--- config.mk ---
export PLATFORM = sky130hd
export DESIGN_NAME = alu_imm_datapath
export DESIGN_NICKNAME = d
export VERILOG_FILES = /design/src/rtl/alu_imm_datapath.sv
export SDC_FILE = /design/constraint.sdc
export NUM_CORES = 1
export LEC_CHECK = 0
export BUFFER_PORTS_ARGS = -buffer_cell sky130_fd_sc_hd__buf_4
export CAP_MARGIN = 20
export CORE_MARGIN = 2
export CORE_UTILIZATION = 50
export CTS_CLUSTER_DIAMETER = 30
export DETAILED_ROUTE_END_ITERATION = 6
export GPL_TIMING_DRIVEN = 0
export PLACE_DENSITY = 0.76
export SYNTH_ARGS = -nofsm -noshare
export SYNTH_HDL_FRONTEND = slang
export SYNTH_SLANG_ARGS = --single-unit
--- constraint.sdc ---
create_clock -name CLK -period 4 [get_ports CLK]
set_clock_uncertainty 0.15 [all_clocks]
set_input_delay 0.2 -clock CLK [delete_from_list [all_inputs] [get_ports CLK]]
set_output_delay 0.2 -clock CLK [all_outputs]
set_load 0.02 [all_outputs]
--- src/rtl/alu_imm_datapath.sv ---
// alu_imm_datapath: execute-stage slice built from an immediate generator, a 16-bit
// signed ALU and the pipeline registers around them.
//
// Ports:
//   CLK       in   clock, rising-edge
//   reset     in   synchronous active-high reset, clears all state
//   A, B      in   16-bit signed register-file operands
//   din       in   12-bit raw immediate field
//   numBits   in   field width select: 00=4, 01=6, 10=8, 11=12 bits
//   immShift  in   immediate left shift 0..3
//   ALUSrcB   in   operand-B select: 0 = registered B, 1 = immediate register
//   ALUOp     in   ALU operation select
//   immGen    out  registered immediate, 2 cycles after din
//   ALUOut    out  registered ALU result, 6 cycles after A/B/din
module alu_imm_datapath (
  input  logic        CLK,
  input  logic        reset,
  input  logic [15:0] A,
  input  logic [15:0] B,
  input  logic [11:0] din,
  input  logic [1:0]  numBits,
  input  logic [1:0]  immShift,
  input  logic        ALUSrcB,
  input  logic [2:0]  ALUOp,
  output logic [15:0] immGen,
  output logic [15:0] ALUOut
);

  logic [15:0] a_q, b_q, imm_q;
  logic [15:0] opa_q, opb_q, imm_out_q;
  logic [15:0] res_q, dly1_q, dly2_q, alu_out_q;

  logic [15:0] sext;
  logic [15:0] imm_d;
  logic [15:0] opb_d;
  logic [15:0] res_d;

  // Sign-extend the selected field from its top bit, then shift with zero fill.
  always_comb begin
    sext = 16'h0000;
    unique case (numBits)
      2'b00: sext = {{12{din[3]}}, din[3:0]};
      2'b01: sext = {{10{din[5]}}, din[5:0]};
      2'b10: sext = {{8{din[7]}}, din[7:0]};
      2'b11: sext = {{4{din[11]}}, din[11:0]};
      default: sext = 16'h0000;
    endcase
    imm_d = sext << immShift;
  end

  // ALUSrcB is applied one stage after capture, against the already-registered immediate.
  always_comb begin
    opb_d = ALUSrcB ? imm_q : b_q;
  end

  always_comb begin
    res_d = 16'h0000;
    unique case (ALUOp)
      3'b000: res_d = opa_q + opb_q;
      3'b001: res_d = opa_q - opb_q;
      3'b010: res_d = opa_q & opb_q;
      3'b011: res_d = opa_q | opb_q;
      3'b100: res_d = opa_q ^ opb_q;
      3'b101: res_d = opa_q << opb_q[3:0];
      3'b110: res_d = $signed(opa_q) >>> opb_q[3:0];
      3'b111: res_d = ($signed(opa_q) < $signed(opb_q)) ? 16'd1 : 16'd0;
      default: res_d = 16'h0000;
    endcase
  end

  always_ff @(posedge CLK) begin
    if (reset) begin
      a_q       <= 16'h0000;
      b_q       <= 16'h0000;
      imm_q     <= 16'h0000;
      opa_q     <= 16'h0000;
      opb_q     <= 16'h0000;
      imm_out_q <= 16'h0000;
      res_q     <= 16'h0000;
      dly1_q    <= 16'h0000;
      dly2_q    <= 16'h0000;
      alu_out_q <= 16'h0000;
    end else begin
      a_q       <= A;
      b_q       <= B;
      imm_q     <= imm_d;
      opa_q     <= a_q;
      opb_q     <= opb_d;
      imm_out_q <= imm_q;
      res_q     <= res_d;
      dly1_q    <= res_q;
      dly2_q    <= dly1_q;
      alu_out_q <= dly2_q;
    end
  end

  assign immGen = imm_out_q;
  assign ALUOut = alu_out_q;

endmodule

# Word level (Yosys, flattened, before mapping)
# Index checks and enable logic that the tools add are counted.
[classes]
mux = 4
n_bitwise = 3
magnitude_cmp = 1
shift = 3
reduce_logical = 2
n_eq_ne = 10
addsub = 2
[op_table]
columns = ["op", "n"]
rows = [
  ["one-hot mux 16 bit (8 select lines)", 1],
  ["one-hot mux 16 bit (4 select lines)", 1],
  ["adder 16 bit", 1],
  ["AND 16 bit", 1],
  ["< comparator 16 bit", 1],
  ["2-to-1 mux 16 bit", 1],
  ["OR 16 bit", 1],
  ["left shift 16 x 2 -> 16 bit", 1],
  ["left shift 16 x 4 -> 16 bit", 1],
  [">>> shifter 16 x 4 -> 16 bit", 1],
  ["subtractor 16 bit", 1],
  ["XOR 16 bit", 1],
  ["== test 3 bit (second input constant)", 4],
  ["== test 3 x 2 -> 1 bit (second input constant)", 2],
  ["== test 2 bit (second input constant)", 2],
  ["== test 3 x 1 -> 1 bit (second input constant)", 1],
  ["zero test 3 bit", 1],
  ["== test 2 x 1 -> 1 bit (second input constant)", 1],
  ["zero test 2 bit", 1],
  ["2-to-1 mux 1 bit", 1],
]
[word_totals]
regBits = 160
inputBits = 54
wordCells = 35

# Depth between registers and ports, before layout
# Gate-level depths: netlist of the first run.
[logic_depth]
ltp_word = 3
depth_mapped = 11
ltp_nobuf = 10

# Worst setup path before layout of the first run
# Ideal clock, no wire load.
[synth_path]
path_type = "reg2reg"
startpoint = "register opb_q[1]"
endpoint = "register res_q[15]"
arrival_time_ns = 2.431
setup_ns = 0.132
t_required_ns = 3.718
stages_incl_launch_ff = 12
setup_slack_ns = 1.287
path_cell_list = "dfxtp_1 > buf_2 > inv_2 > buf_2 > ha_1 > a21oi_1 > o211ai_2 > a31o_2 > o2111ai_1 > a2111oi_0 > nor4_1 > a21oi_1"
[synth_via]
elab_chain_cells = 2
[synth_lines]
columns = ["item", "line_no", "source"]
rows = [
  ["start: declaration", "30", "logic [15:0] opa_q, opb_q, imm_out_q;"],
  ["start signal: assignment", "88", "opb_q <= opb_d;"],
  ["subtractor 16 bit (tied with other cells)", "60", "3'b001: res_d = opa_q - opb_q;"],
  ["one-hot mux 16 bit (8 select lines) (*)", "58", "unique case (ALUOp)"],
  ["end signal: assignment", "90", "res_q <= res_d;"],
  ["end: declaration", "31", "logic [15:0] res_q, dly1_q, dly2_q, alu_out_q;"],
]
# Mark *: on every way between the ends. The rest lies on a longest branch, timed or not.
# A chain may end at the register's enable or synchronous reset.

# Worst setup path after layout of the first run
[layout_path]
startpoint = "register opb_q[3]"
endpoint = "register res_q[15]"
# The elaborated chain is that of the path after synthesis.

==> flow_metrics.py, run 1 <==
metrics = {
    "grt": {
        "first_global_vias": 7320,
        "antenna_found_initial": 0,
        "grt_pass1_wl_um": 39700,
        "grt_max_degree": 17,
        "grt_usage": 0.294,
        "grt_remaining_overflow": 0,
    },
    "placement": {
        "dp_hpwl_um": 19100,
        "dp_cells": 1247,
        "dpl_cell_area_um2": 9210,
        "gp_congestion": 1.00,
        "port-buffer-count": 81,
        "post-place-ws_ns": 0.550,
    },
    "final_layout": {
        "layout.cells.non_filler": 1312,
        "final_area_um2": 10100,
        "layout_commonest_cell": "dfxtp_1",
        "utilization": 0.617,
        "fillers": 1414,
        "antenna_cells_inserted": 0,
        "nets": 1185,
        "area_growth_pct": 21.6,
        "drive_gt1_frac": 0.139,
        "mostFrequentLayoutCells": "dfxtp_1 (158), nor2b_1 (119), buf_4 (85), nor2_1 (79), a21oi_1 (66)",
    },
    "route": {
        "vias": 7585,
        "drtPass1Iterations": 6,
        "drt_iter0_drc": 757,
        "via_per_inst": 5.78,
        "wl_per_cell_um": 19.6,
        "drc": 0,
        "ant_nets": 0,
        "drt_wl_total_um": 25700,
    },
    "timing": {
        "setup_viol": 0,
        "whs_ns": 0.0572,
        "fmax_ghz": 0.279,
        "report.final.slew_viol_count": 0,
        "rsz0062_at_grt": "no",
        "worst_pin_slew_ns": 0.858,
        "fin_tns_setup_ns": 0,
        "hold_viol_final": 0,
        "maxSlewHeadroom": 0.413,
        "min_period_over_period": 0.895,
        "layout_min_cycle_time_ns": 3.58,
        "setup_ws_ns": 0.421,
    },
    "die": {
        "fp-row-count": 47,
        "die_h_um": 133,
        "initial_core_util": 0.508,
        "fp.coreArea_um2": 16400,
        "io_pins": 86,
        "die_area_um2": 17700,
        "die_w_um": 133,
    },
    "setup_path": {
        "cp_data_required_time_ns": 4.18,
        "setup.worst_path.end_class": "flop",
        "arrival_ns": 3.76,
        "cp-start-kind": "flop",
        "crit_start": "opb_q[3]$_SDFF_PP0_",
        "crit_fanout": 10,
        "crit-reg2reg-launch": "opb_q[3]$_SDFF_PP0_",
        "critPathKind": "flop to flop",
    },
    "yosys": {
        "dominantRegCellSynth": "dfxtp_1",
        "synth-edff-count": 0,
        "synthSimpleGateAreaFrac": 0.198,
        "syn_inst": 946,
        "synthAdderAreaFrac": 0.0784,
        "synthTopCellsByArea": "dfxtp_1 (38%), nor2b_1 (8.9%), ha_1 (7.4%), mux2i_1 (5.8%), a21oi_1 (4.0%)",
        "muxShareOfSynthArea": 0.0942,
        "synth.distinct_cells": 70,
        "netlist.area_leader.share": 0.380,
        "synth_xor_area_frac": 0.00841,
        "ys_seq_area_frac": 0.380,
        "syn_nets": 1051,
        "synth_top_area_cell": "dfxtp_1",
        "yosysWarnings": 0,
        "synth_compound_area_frac": 0.185,
        "synth_top_family_by_area": "simple AND/OR/NAND/NOR gates",
        "ys_ff_latch": 158,
        "synth_area_um2": 8330,
        "avgSynthCellArea_um2": 8.80,
        "ys_async_sr_fraction": 0,
    },
    "pwr": {
        "p_leak_nw": 4.17,
        "irDropWorstVdd_v": 0.000306,
        "p_per_area_nw_per_um2": 389,
        "finalPower_mw": 3.94,
    },
    "min_path": {
        "worstHoldPathType": "input pin to flop",
        "holdCritStartpoint": "din[2]",
    },
    "clock_tree": {
        "cts-root-buf": "clkbuf_16",
        "cts_tree": "done",
        "ctsHtreeMaxLevel": 4,
        "clk_path_buf_depth": 2,
        "cts.repair.resized": 0,
        "insertion_delay_ns": 0.43,
        "clock_sinks": 158,
        "cts.clk_slew.worst_paths_ns": 0.07,
        "numCtsBuffers": 17,
    },
    "run_status": {
        "status": "finished clean",
    },
    "flow_run": {
        "drv_cap": 0,
    },
}
[state kept, by name (all words and copies together) (netlist names)]
register	flops
a_q	16
opb_q	16
b_q	16
immGen	15
ALUOut	16
imm_q	15
dly1_q	16
opa_q	16
dly2_q	16
res_q	16
[final timing paths]
kind         slack (ns)                    to  depth (start not counted)
max                0.42  res_q[15]$_SDFF_PP0_                         10
min                0.06   imm_q[5]$_SDFF_PP0_                          3
max reg2reg        0.42  res_q[15]$_SDFF_PP0_                         10
min reg2reg        0.28  opa_q[15]$_SDFF_PP0_                          1
[critical path: stages (launching register included)]
cell       delay, ns
dfxtp_1         0.35
clkbuf_1        0.54
inv_2           0.29
ha_1            0.51
nand3_1         0.13
o211ai_2        0.29
a31o_2          0.28
o2111ai_1       0.15
a2111oi_0       0.46
nor4_1          0.12
a21oi_1         0.21
[what timing repair did]
action	in CTS	in global routing
hold buffers	34	0
endpoints found under the setup margin	0	0
setup buffers	0	0
hold endpoints to repair	34	0
[logic make-up (layout without fill, tap and decap cells)]
group / count (synthesis) / count (layout)
AND/OR/NAND/NOR: 315 / 315
AO/OA/AOI/OAI: 232 / 232
flip-flops: 158 / 158
buffers and inverters: 118 / 264
multiplexers: 64 / 64
adder cells (fa/ha/maj): 51 / 51
XOR/XNOR: 8 / 8
[synthesized netlist by cell type (all sizes together), types with 6 or more instances]
cell,n
mux2i,48
o22ai,7
inv,56
a211oi,21
o21a,6
nand2b,10
dfxtp,158
a21o,9
ha,49
nor2,79
a31oi,10
o211ai,10
nand2,37
o21ai,43
buf,20
and2,6
o21bai,6
clkbuf,42
nor3,23
xnor2,7
nor2b,119
and3,9
a21oi,67
mux4,11
nand3,12
[final cells by class]
type                       instances  area (um^2)  share of cell area
inverter                          56          210              0.0208
clock inverter                    13          133              0.0131
timing repair buffer             115          948              0.0937
multi-input combinational        670         4690               0.463
tap                              220          275              0.0272
clock buffer                      18          439              0.0434
buffer                            62          264              0.0261
sequential                       158         3160               0.312
[metal layers]
| layer | share of wire | GRT usage | vias up |
|---|---|---|---|
| met2 | 0.45 | 0.477 | 390 |
| met3 | 0.078 | 0.0533 | 89 |
| li1 | - | - | 3573 |
| met1 | 0.41 | 0.364 | 3533 |
| met5 | 0 | 0 | - |
| met4 | 0.061 | 0.177 | 0 |
[power by group]
group / total, mW / switching [mW] / leakage, nW / internal (mW)
Combinational: 0.676 / 0.394 / 2.60 / 0.283
Clock: 1.56 / 0.682 / 0.268 / 0.882
Sequential: 1.70 / 0.0457 / 1.30 / 1.65
Total: 3.94 / 1.12 / 4.17 / 2.82
(Power assumes the default switching activity.)
==> run 2: changes to the inputs <==
--- a/config.mk
+++ b/config.mk
@@ -5,6 +5,7 @@
 export SDC_FILE = /design/constraint.sdc
 export NUM_CORES = 1
 export LEC_CHECK = 0
+export ABC_AREA = 1
 export BUFFER_PORTS_ARGS = -buffer_cell sky130_fd_sc_hd__buf_4
 export CAP_MARGIN = 20
 export CORE_MARGIN = 2
@@ -13,6 +14,7 @@
 export DETAILED_ROUTE_END_ITERATION = 6
 export GPL_TIMING_DRIVEN = 0
 export PLACE_DENSITY = 0.76
+export SETUP_SLACK_MARGIN = 0.5
 export SYNTH_ARGS = -nofsm -noshare
 export SYNTH_HDL_FRONTEND = slang
 export SYNTH_SLANG_ARGS = --single-unit
==> constraint.sdc (replaced) <==
create_clock -name CLK -period 3.77 [get_ports CLK]
set_clock_uncertainty 0.15 [all_clocks]
set_input_delay 0.1885 -clock CLK [delete_from_list [all_inputs] [get_ports CLK]]
set_output_delay 0.1885 -clock CLK [all_outputs]
set_load 0.02 [all_outputs]
==> run 2 against run 1 <==
Global-route usage is 2.0 points higher. Critical path type unchanged. Largest power group unchanged. Die area rose by 4.4%. Maximum frequency increased by 15%. Highest routed layer unchanged. Critical endpoint is now res_q[6]$_SDFF_PP0_.
==> flow_metrics.py, run 2 <==
metrics = {
    "run_status": {
        "status": "finished clean",
    },
    "route": {
        "via_per_inst": 5.12,
        "vias": 8731,
        "drt_iter0_drc": 710,
        "drc": 0,
        "wl_per_cell_um": 16.8,
        "ant_nets": 0,
        "drt_wl_total_um": 28700,
        "drtPass1Iterations": 6,
    },
    "min_path": {
        "worstHoldPathCells": 4,
        "worstHoldPathType": "input pin to flop",
    },
    "setup_path": {
        "cp-start-kind": "flop",
        "crit_path_end": "res_q[6]$_SDFF_PP0_",
        "timing.rr.end": "res_q[6]$_SDFF_PP0_",
        "reg2reg_depth": 12,
        "arrival_ns": 3.25,
        "r2r_slack_ns": 0.67,
        "crit_fanout": 12,
        "setup.worst_path.end_class": "flop",
        "crit_start": "opb_q[1]$_SDFF_PP0_",
        "crit-reg2reg-launch": "opb_q[1]$_SDFF_PP0_",
        "critPathKind": "flop to flop",
        "cp_data_required_time_ns": 3.92,
    },
    "timing": {
        "min_period_over_period": 0.822,
        "hold_viol_final": 0,
        "worst_pin_slew_ns": 0.703,
        "rsz0062_at_grt": "no",
        "layout_min_cycle_time_ns": 3.10,
        "maxSlewHeadroom": 0.531,
        "report.final.slew_viol_count": 0,
        "setup_ws_ns": 0.670,
        "fmax_ghz": 0.323,
        "fin_tns_setup_ns": 0,
        "setup_viol": 0,
        "whs_ns": 0.0304,
    },
    "clock_tree": {
        "post_cts_buffers": 0,
        "ctsHtreeMaxLevel": 4,
        "insertion_delay_ns": 0.42,
        "numCtsBuffers": 17,
        "clk_path_buf_depth": 2,
        "cts_tree": "done",
        "cts.clk_slew.worst_paths_ns": 0.07,
        "clock_sinks": 158,
        "cts-root-buf": "clkbuf_16",
    },
    "pwr": {
        "p_leak_nw": 5.29,
        "combPwrFrac": 0.188,
        "power_frac_seq": 0.411,
        "p_sw_frac": 0.303,
        "finalPower_mw": 4.40,
        "p_int_mw": 3.06,
        "p_clk_frac": 0.401,
        "switchingPower_mw": 1.33,
        "p_per_area_nw_per_um2": 414,
        "irDropWorstVdd_v": 0.000360,
    },
    "yosys": {
        "syn_nets": 1431,
        "synthAdderAreaFrac": 0.0750,
        "synth_common_cells": "nand2_1 (288), inv_1 (225), nor2_1 (192), dfxtp_1 (158), nand3_1 (154)",
        "avgSynthCellArea_um2": 6.56,
        "synth.distinct_cells": 40,
        "yosysMostFrequentCell": "nand2_1",
        "synth-edff-count": 0,
        "syn_inst": 1326,
        "ys_async_sr_fraction": 0,
        "synth_compound_area_frac": 0.0967,
        "synth_top_family_by_area": "simple AND/OR/NAND/NOR gates",
        "synth_xor_area_frac": 0.00604,
        "synth_area_um2": 8700,
        "yosysWarnings": 0,
        "dominantRegCellSynth": "dfxtp_1",
        "muxShareOfSynthArea": 0.00575,
        "synthSimpleGateAreaFrac": 0.319,
        "netlist.area_leader.share": 0.363,
        "synth_top_area_cell": "dfxtp_1",
        "ys_seq_area_frac": 0.363,
        "ys_ff_latch": 158,
        "synthTopCellsByArea": "dfxtp_1 (36%), nand2_1 (12%), inv_1 (9.7%), nand3_1 (8.9%), nor2_1 (8.3%)",
    },
    "die": {
        "die_w_um": 136,
        "die_h_um": 136,
        "initial_core_util": 0.507,
        "io_pins": 86,
        "fp.coreArea_um2": 17200,
        "die_area_um2": 18500,
        "fp-row-count": 48,
    },
    "final_layout": {
        "final_area_um2": 10600,
        "drive_gt1_frac": 0.111,
        "antenna_cells_inserted": 0,
        "mostFrequentLayoutCells": "nand2_1 (288), inv_1 (225), nor2_1 (192), dfxtp_1 (158), nand3_1 (154)",
        "utilization": 0.618,
        "layout.cells.non_filler": 1706,
        "nets": 1573,
        "layout_commonest_cell": "nand2_1",
        "fillers": 1622,
        "area_growth_pct": 22.0,
    },
    "grt": {
        "grt_pass1_wl_um": 43600,
        "grt_max_degree": 17,
        "antenna_found_initial": 0,
        "grt_remaining_overflow": 0,
        "first_global_vias": 8149,
        "grt_usage": 0.314,
    },
    "placement": {
        "dpl_cell_area_um2": 9610,
        "port-buffer-count": 83,
        "gp_congestion": 1.06,
        "post-place-ws_ns": 0.687,
        "dp_hpwl_um": 22100,
        "dp_cells": 1634,
    },
    "flow_run": {
        "drv_cap": 0,
    },
}
[run 2: power groups by stage]
stage	sequential (mW)	clock, mW	combinational (mW)
detailed placement	1.84	0	0.772
global placement	1.84	0	0.767
CTS	1.81	1.78	0.810
floorplan	1.84	0	0.499
global route	1.81	1.86	0.915
finish	1.81	1.76	0.827
[run 2: area by class of cell]
| cell class | count | area (um^2) | share of cell area |
|---|---|---|---|
| buffer | 57 | 292 | 0.0275 |
| multi-input combinational | 879 | 4380 | 0.412 |
| clock buffer | 18 | 439 | 0.0414 |
| sequential | 158 | 3160 | 0.298 |
| inverter | 232 | 873 | 0.0823 |
| timing repair buffer | 123 | 1020 | 0.0964 |
| clock inverter | 14 | 168 | 0.0158 |
| tap | 225 | 282 | 0.0265 |
[run 2: worst min-delay path by stage]
stage | startpoint | to
final | immShift[0] | imm_q[0]$_SDFF_PP0_
after global routing | din[11] | imm_q[14]$_SDFF_PP0_
after CTS | din[11] | imm_q[14]$_SDFF_PP0_
after detailed placement | dly2_q[10]$_SDFF_PP0_ | ALUOut[10]$_SDFF_PP0_
after global placement | A[3] | a_q[3]$_SDFF_PP0_
after floorplan | A[0] | a_q[0]$_SDFF_PP0_
[run 2: logic make-up (layout without fill, tap and decap cells)]
| kind of cell | count (synthesis) | in the layout |
|---|---|---|
| adder cells (fa/ha/maj) | 51 | 51 |
| AO/OA/AOI/OAI | 151 | 151 |
| AND/OR/NAND/NOR | 666 | 666 |
| multiplexers | 5 | 5 |
| XOR/XNOR | 6 | 6 |
| buffers and inverters | 289 | 444 |
| flip-flops | 158 | 158 |
[run 2: worst max-delay path, stage by stage (launching register included)]
cell and delay (ns):
dfxtp_1 0.52, inv_1 0.21, buf_1 0.37, fa_1 0.54
inv_1 0.13, nand3_1 0.08, nand2_1 0.15, inv_1 0.07
nor2_1 0.13, nor2_1 0.07, xor2_1 0.12, o21ai_0 0.08
a21oi_1 0.34
[run 2: routing by layer]
layer | vias up | track usage | routed length [um]
met3 | 52 | 0.0649 | 1900
li1 | 4413 | - | -
met4 | 0 | 0.128 | 1070
met1 | 3942 | 0.402 | 12400
met5 | - | 0 | 0
met2 | 324 | 0.516 | 13300
[run 2: what timing repair did]
action | CTS | global route
hold buffers | 40 | 0
setup endpoints to repair | 0 | 2
endpoints found under the hold margin | 44 | 0
gates resized for setup | 0 | 1
